File: src/rtl/pll_reset_ctrl_if.sv
// Signal bundle between the PLL reset sequencer and its environment.
interface pll_reset_ctrl_if #(
    parameter int unsigned STAT_W = 8
);
    logic              pll_locked;
    logic              soft_reset_req;
    logic              pll_rst;
    logic              sys_reset;
    logic [STAT_W-1:0] lock_loss_cnt;
    logic [STAT_W-1:0] retry_cnt;

    // Sequencer side: consumes lock and soft request, drives resets and status.
    modport slave (
        input  pll_locked,
        input  soft_reset_req,
        output pll_rst,
        output sys_reset,
        output lock_loss_cnt,
        output retry_cnt
    );

    // Environment side: PLL lock source and reset consumers.
    modport master (
        output pll_locked,
        output soft_reset_req,
        input  pll_rst,
        input  sys_reset,
        input  lock_loss_cnt,
        input  retry_cnt
    );
endinterface

File: src/rtl/pll_reset_ctrl.sv
// PLL reset sequencer: pulses the PLL reset, waits for lock, holds sys_reset
// until lock has been continuously stable, and retries on lock timeout.
module pll_reset_ctrl #(
    parameter int unsigned PLL_RST_CYCLES = 16,
    parameter int unsigned LOCK_TIMEOUT   = 65536,
    parameter int unsigned STABLE_CYCLES  = 1024,
    parameter int unsigned STAT_W         = 8
) (
    input  logic         clk,
    input  logic         reset,
    pll_reset_ctrl_if.slave bus
);

    localparam int unsigned MAX_A   = (PLL_RST_CYCLES > LOCK_TIMEOUT) ? PLL_RST_CYCLES : LOCK_TIMEOUT;
    localparam int unsigned MAX_CNT = (MAX_A > STABLE_CYCLES) ? MAX_A : STABLE_CYCLES;
    localparam int unsigned CNT_W   = (MAX_CNT > 1) ? $clog2(MAX_CNT) : 1;

    typedef enum logic [1:0] {
        S_PLL_RESET = 2'd0,
        S_WAIT_LOCK = 2'd1,
        S_STABLE    = 2'd2,
        S_RUN       = 2'd3
    } state_e;

    state_e            state_q, state_d;
    logic [CNT_W-1:0]  cnt_q, cnt_d;
    logic [1:0]        sync_q;
    logic              locked_s;
    logic [STAT_W-1:0] loss_q, loss_d;
    logic [STAT_W-1:0] retry_q, retry_d;
    logic              pll_rst_q;
    logic              sys_reset_q;

    // Two-flop synchronizer for the asynchronous PLL lock signal.
    always_ff @(posedge clk or posedge reset) begin
        if (reset) begin
            sync_q <= 2'b00;
        end else begin
            sync_q <= {sync_q[0], bus.pll_locked};
        end
    end

    assign locked_s = sync_q[1];

    // Next state, cycle counter and saturating status counters.
    always_comb begin
        state_d = state_q;
        cnt_d   = (state_q == S_RUN) ? cnt_q : cnt_q + CNT_W'(1);
        loss_d  = loss_q;
        retry_d = retry_q;
        case (state_q)
            S_PLL_RESET: begin
                if (cnt_q == CNT_W'(PLL_RST_CYCLES - 1)) begin
                    state_d = S_WAIT_LOCK;
                end
            end
            S_WAIT_LOCK: begin
                if (locked_s) begin
                    state_d = S_STABLE;
                end else if (cnt_q == CNT_W'(LOCK_TIMEOUT - 1)) begin
                    state_d = S_PLL_RESET;
                    if (retry_q != '1) begin
                        retry_d = retry_q + STAT_W'(1);
                    end
                end
            end
            S_STABLE: begin
                if (!locked_s) begin
                    state_d = S_WAIT_LOCK;
                end else if (cnt_q == CNT_W'(STABLE_CYCLES - 1)) begin
                    state_d = S_RUN;
                end
            end
            S_RUN: begin
                if (!locked_s) begin
                    state_d = S_WAIT_LOCK;
                    if (loss_q != '1) begin
                        loss_d = loss_q + STAT_W'(1);
                    end
                end else if (bus.soft_reset_req) begin
                    state_d = S_STABLE;
                end
            end
            default: begin
                state_d = S_PLL_RESET;
            end
        endcase
        // Every state change restarts the window, so no partial credit carries over.
        if (state_d != state_q) begin
            cnt_d = '0;
        end
    end

    // State, counters and registered outputs derived from the next state.
    always_ff @(posedge clk or posedge reset) begin
        if (reset) begin
            state_q     <= S_PLL_RESET;
            cnt_q       <= '0;
            loss_q      <= '0;
            retry_q     <= '0;
            pll_rst_q   <= 1'b1;
            sys_reset_q <= 1'b1;
        end else begin
            state_q     <= state_d;
            cnt_q       <= cnt_d;
            loss_q      <= loss_d;
            retry_q     <= retry_d;
            pll_rst_q   <= (state_d == S_PLL_RESET);
            sys_reset_q <= (state_d != S_RUN);
        end
    end

    assign bus.pll_rst       = pll_rst_q;
    assign bus.sys_reset     = sys_reset_q;
    assign bus.lock_loss_cnt = loss_q;
    assign bus.retry_cnt     = retry_q;

endmodule

File: src/flat_wrapper.sv
// flat-port wrapper written by rule: the top's interface ports become plain ports
module pll_reset_ctrl_flat 
#(
    parameter int unsigned PLL_RST_CYCLES = 16,
    parameter int unsigned LOCK_TIMEOUT   = 65536,
    parameter int unsigned STABLE_CYCLES  = 1024,
    parameter int unsigned STAT_W         = 8
)
  (clk, reset, bus_pll_locked, bus_soft_reset_req, bus_pll_rst, bus_sys_reset, bus_lock_loss_cnt, bus_retry_cnt);
  pll_reset_ctrl_if #(.STAT_W(STAT_W)) bus_i ();
  input  logic clk;
  input  logic reset;
  input wire logic [$bits(bus_i.pll_locked)-1:0] bus_pll_locked;
  input wire logic [$bits(bus_i.soft_reset_req)-1:0] bus_soft_reset_req;
  output wire logic [$bits(bus_i.pll_rst)-1:0] bus_pll_rst;
  output wire logic [$bits(bus_i.sys_reset)-1:0] bus_sys_reset;
  output wire logic [$bits(bus_i.lock_loss_cnt)-1:0] bus_lock_loss_cnt;
  output wire logic [$bits(bus_i.retry_cnt)-1:0] bus_retry_cnt;
  assign bus_i.pll_locked = bus_pll_locked;
  assign bus_i.soft_reset_req = bus_soft_reset_req;
  assign bus_pll_rst = bus_i.pll_rst;
  assign bus_sys_reset = bus_i.sys_reset;
  assign bus_lock_loss_cnt = bus_i.lock_loss_cnt;
  assign bus_retry_cnt = bus_i.retry_cnt;
  pll_reset_ctrl #(.PLL_RST_CYCLES(PLL_RST_CYCLES), .LOCK_TIMEOUT(LOCK_TIMEOUT), .STABLE_CYCLES(STABLE_CYCLES), .STAT_W(STAT_W)) u_core (.clk(clk), .reset(reset), .bus(bus_i));
endmodule
File: config.mk
export PLATFORM = sky130hd
export DESIGN_NAME = pll_reset_ctrl_flat
export DESIGN_NICKNAME = d
export VERILOG_FILES = /design/src/rtl/pll_reset_ctrl_if.sv /design/src/rtl/pll_reset_ctrl.sv /design/src/flat_wrapper.sv
export SDC_FILE = /design/constraint.sdc
export NUM_CORES = 1
export LEC_CHECK = 0
export CORE_ASPECT_RATIO = 1.5
export CORE_MARGIN = 10
export CORE_UTILIZATION = 45
export DETAILED_ROUTE_END_ITERATION = 6
export DONT_BUFFER_PORTS = 1
export SKIP_CTS_REPAIR_TIMING = 1
export SYNTH_ARGS = -nofsm -noshare
export SYNTH_HDL_FRONTEND = slang
export SYNTH_SLANG_ARGS = --single-unit
File: constraint.sdc
create_clock -name clk -period 4.55 [get_ports clk]
set_input_delay 0.91 -clock clk [delete_from_list [all_inputs] [get_ports clk]]
set_output_delay 0.91 -clock clk [all_outputs]
set_load 0.1 [all_outputs]
======== Word level (Yosys, flattened, before mapping) ========
Index checks and enable logic that the tools add are counted.
word-level totals
  flip-flop bits (word level) ............. 38
  input port bits ......................... 4
  output and inout port bits .............. 18
  logic and storage cells ................. 36
cells by class
  add/subtract/negate cells ............... 3
  equal/unequal tests ..................... 11
  mux-type cells .......................... 10
  bitwise logic cells ..................... 1
  reductions and logical operators ........ 4
operator list
  cell                                                                     count
  16-bit 2-to-1 mux                                                        2
  16-bit by 1-bit adder with 16-bit output, second input constant          1
  8-bit by 1-bit adder with 8-bit output, second input constant            2
  16-bit by 10-bit equality test with 1-bit output, second input constant  1
  16-bit equality test, second input constant                              1
  16-bit by 4-bit equality test with 1-bit output, second input constant   1
  8-bit inequality test, second input constant                             2
  2-bit 2-to-1 mux                                                         7
  2-bit case mux with 4 select lines                                       1
  2-bit equality test, second input constant                               2
  2-bit zero test                                                          2
  2-bit inequality test, second input constant                             2
  4-bit AND reduction                                                      1
  3-bit AND reduction                                                      1
  2-bit by 1-bit equality test with 1-bit output, second input constant    1
  2-bit inequality test                                                    1
  1-bit inverter                                                           1

======== Longest topological paths before layout ========
  depth in word-level cells ............... 6
  gate-level depth with buffers ........... 7
  depth with buffers taken out ............ 6

======== Worst setup path before layout ========
OpenSTA, ideal clock, no wires.
  path kind ............................... register to register
  start point ............................. reg u_core.retry_q[0] (netlist: u_core.bus.retry_cnt[0])
  end point ............................... reg u_core.retry_q[1] (netlist: u_core.bus.retry_cnt[1])
  library setup time ...................... 0.126 ns
  arrival time ............................ 2.297 ns
  required time ........................... 4.424 ns
  slack ................................... 2.127 ns
  cell stages (with the launch flop) ...... 6
  buffers on the path ..................... 0
  period minus slack after synthesis ...... 2.423 ns
  cells stage by stage .................... dfrtp_1 > ha_1 > and2_2 > and4_2 > nor3b_4 > mux2_2
on the way
  longest elaborated chain between the ends .. 2
  elaborated cells between the ends (all ways) .. 3
  those cells by class .................... add/sub: 1; eq/ne: 1; reduce/logical: 1
RTL lines
  what                                                                            RTL line               source
  start, declared                                                                 pll_reset_ctrl.sv:30   logic [STAT_W-1:0] retry_q, retry_d;
  start signal, assigned                                                          pll_reset_ctrl.sv:107  retry_q <= retry_d;
  branches (longest 2 deep; another with 8-bit by 1-bit adder with 8-bit output)  -
Parallel ways; which one is timed is not known.
A chain may end at the register's enable or synchronous reset.

======== Worst setup path after layout ========
  start point ............................. reg u_core.retry_q[0] (netlist: u_core.bus.retry_cnt[0])
  end point ............................... reg u_core.retry_q[4] (netlist: u_core.bus.retry_cnt[4])
Same word-level chain as after synthesis.

==> impl_metrics.toml <==
[power_and_ir_drop]
netSwitchingPower_uw = 439
switching_share = 0.394
pwr-share-clk = 0.313
pwr-share-seq = 0.545
power_density_nw_per_um2 = 549
p_comb_frac = 0.142
power_leakage_nw = 0.881
p_int_uw = 675
irDropWorstVdd_v = 0.000392

[sta]
slew_violations = 0
fmax_mhz = 385
fin_crit_sh = 0.571
hold_viol = 0
rsz0062_at_grt = "no"
period_minus_slack_ns = 2.60
setup_violations = 0
fin_skew_ns = 0.00332
relSlewSlack = 0.311
setup_tns_ns = 0
worst_pin_slew_ns = 1.03

[placement]
place_area_um2 = 1880
numPortBuffers = 0
place_congestion = 0.787
hpwl_um = 2710

[floorplanning]
dieWidth_um = 72.1
rows = 28
die-area_um2 = 7080
io_pins = 22
start_util = 0.467
core_um2 = 3920
die_h_um = 98.1

[cts]
clockBufferDepth = 2
clkSinkCount = 38
numCtsBuffers = 5
htree_levels = 2
clkSlewWorstSetupHoldPaths_ns = 0.07
cts_tree = "yes"
cts-root-buf = "clkbuf_8"
clock_latency_ns = 0.29

[detailed_routing]
drt_wl_total_um = 3580
drt_iter0_markers = 43
routedWlPerCell_um = 16.0
drc = 0
routed_via_density = 5.74
drtPass1Iterations = 4
ant_nets = 0
vias = 1280

[global_routing]
grt_max_degree = 21
grt_pass1_wl_um = 6090
antenna_found_initial = 0
grt.total_usage = 0.106
grt.overflow.total = 0
grt_pass1_vias = 1256

[synthesis]
synth_edf_count = 0
syn_inst = 170
synth_warnings = 0
ys.flop_type = "dfrtp_1"
ys_top_cells_by_area = "dfrtp_1, xnor2_1, nand4_1"
ys_ff_latch = 38
synth_top_area_cell = "dfrtp_1"
syn_area_um2 = 1830
synthArstFlopShare = 1.00
synth_top_cell_area_share = 0.492
synth_area_per_cell_um2 = 10.8
seq_area_frac_synth = 0.520
syn_nets = 177
synth_cell_type_count = 39

[min_path]
worstHoldStart = "u_core.sync_q[0]"
holdPathEnd = "u_core.sync_q[1]"
min_path_cells = 0
min_path_type = "reg -> reg"

[worst_setup_path]
cp.arrival_ns = 2.73
regToRegSetupSlack_ns = 1.95
critPathLaunch = "u_core.bus.retry_cnt[0]"
cp_data_required_time_ns = 4.69
worstSetupStartpointType = "register"
r2r_cells = 6
r2r-start = "u_core.bus.retry_cnt[0]"
worstSetupEndpointType = "register"
cp_max_fo = 8
path_class = "reg -> reg"
rr_endpoint = "u_core.bus.retry_cnt[4]"

[run_status]
status = "finished, final reports clean"

[run]
maxCapViolCount = 0

[finish]
final_common_cell = "dfrtp_1"
seq_area_um2 = 953
multi_input_area_um2 = 845
syn_to_final_growth_pct = 10.7
finish.utilization = 0.517
final_cell_mix = "dfrtp_1, xnor2_1, nor2_1, nand2_1, nand4_1"
nFillCells = 363
postLayoutCellArea_um2 = 2030
finalNetCount = 184
antenna_cells = 0
drive_gt1_frac = 0.140
[Yosys cell counts (2+ instances only)]
| cell type | n |
|---|---|
| nand4_1 | 12 |
| a21oi_1 | 5 |
| ha_1 | 3 |
| nand3_1 | 5 |
| xor2_1 | 8 |
| o21ai_0 | 3 |
| inv_1 | 6 |
| xnor2_1 | 18 |
| dfrtp_1 | 36 |
| and4_2 | 2 |
| and3_1 | 4 |
| nor3_1 | 7 |
| dfstp_2 | 2 |
| nand2_1 | 14 |
| nor2_1 | 17 |
| nor4_1 | 2 |
| or4_1 | 2 |
| and4_1 | 2 |
| mux2_2 | 2 |
[per-stage QoR]
step                      hold slack [ns]  cells  power [mW]  worst slack (ns)
final                               0.356    223        1.11              1.95
after global routing                0.373    223        1.17              1.83
after CTS                           0.363    223        1.13              1.93
after detailed placement            0.346    215       0.775              1.96
after global placement              0.337    215       0.770              2.03
after floorplan                     0.331    170       0.741              2.13
[cell type report]
class                   count  share of cell area
inverters                   6              0.0111
clock buffers               6              0.0407
clock inverters             2              0.0296
repair buffers              1             0.00370
well taps                  45              0.0278
flip-flops and latches     38               0.470
multi-input cells         125               0.417
[kinds of logic after synthesis]
kind of cell | Yosys count | share of synthesized area
buf+inv | 7 | 0.0184
simple gates | 80 | 0.252
fa+ha+maj | 3 | 0.0205
flops | 38 | 0.520
xor+xnor | 26 | 0.124
compound gates | 14 | 0.0519
mux | 2 | 0.0123
[power by group through the flow]
| stage | Combinational (mW) | Clock [mW] | Sequential, mW |
|---|---|---|---|
| after floorplan | 0.142 | 0 | 0.599 |
| after global placement | 0.157 | 0 | 0.613 |
| after detailed placement | 0.161 | 0 | 0.614 |
| after CTS | 0.163 | 0.357 | 0.608 |
| after global routing | 0.182 | 0.370 | 0.615 |
| final | 0.158 | 0.349 | 0.607 |
[critical path, stage by stage (launching register included)]
cell and delay, ns:
dfrtp_1 0.79, ha_1 0.48, and2_2 0.20, and4_2 0.25, nor3b_4 0.37, nand4_1 0.16, xnor2_1 0.19
[registers in the layout, indices dropped and copies added, names as in the netlist]
name	count
u_core.cnt_q	16
u_core.bus.lock_loss_cnt	8
u_core.bus.retry_cnt	8
u_core.state_q	2
u_core.sync_q	2
u_core.bus.pll_rst	1
u_core.bus.sys_reset	1
[layer usage]
layer / GRT usage / part of all wire / vias up
li1: - / - / 616
met1: 0.101 / 0.38 / 635
met2: 0.186 / 0.54 / 23
met3: 0.0466 / 0.066 / 6
met4: 0.0493 / 0.019 / 0
met5: 0 / 0 / -
[how the worst max path moves through the flow]
stage | endpoint | slack, ns
6_report | u_core.bus.retry_cnt[4] | 1.95
5_1_grt | u_core.bus.retry_cnt[5] | 1.83
4_1_cts | u_core.bus.retry_cnt[6] | 1.93
3_5_place_dp | u_core.bus.retry_cnt[7] | 1.96
3_3_place_gp | u_core.bus.retry_cnt[3] | 2.03
2_1_floorplan | u_core.bus.retry_cnt[1] | 2.13
Note: power is estimated with default switching activity, not from simulation.
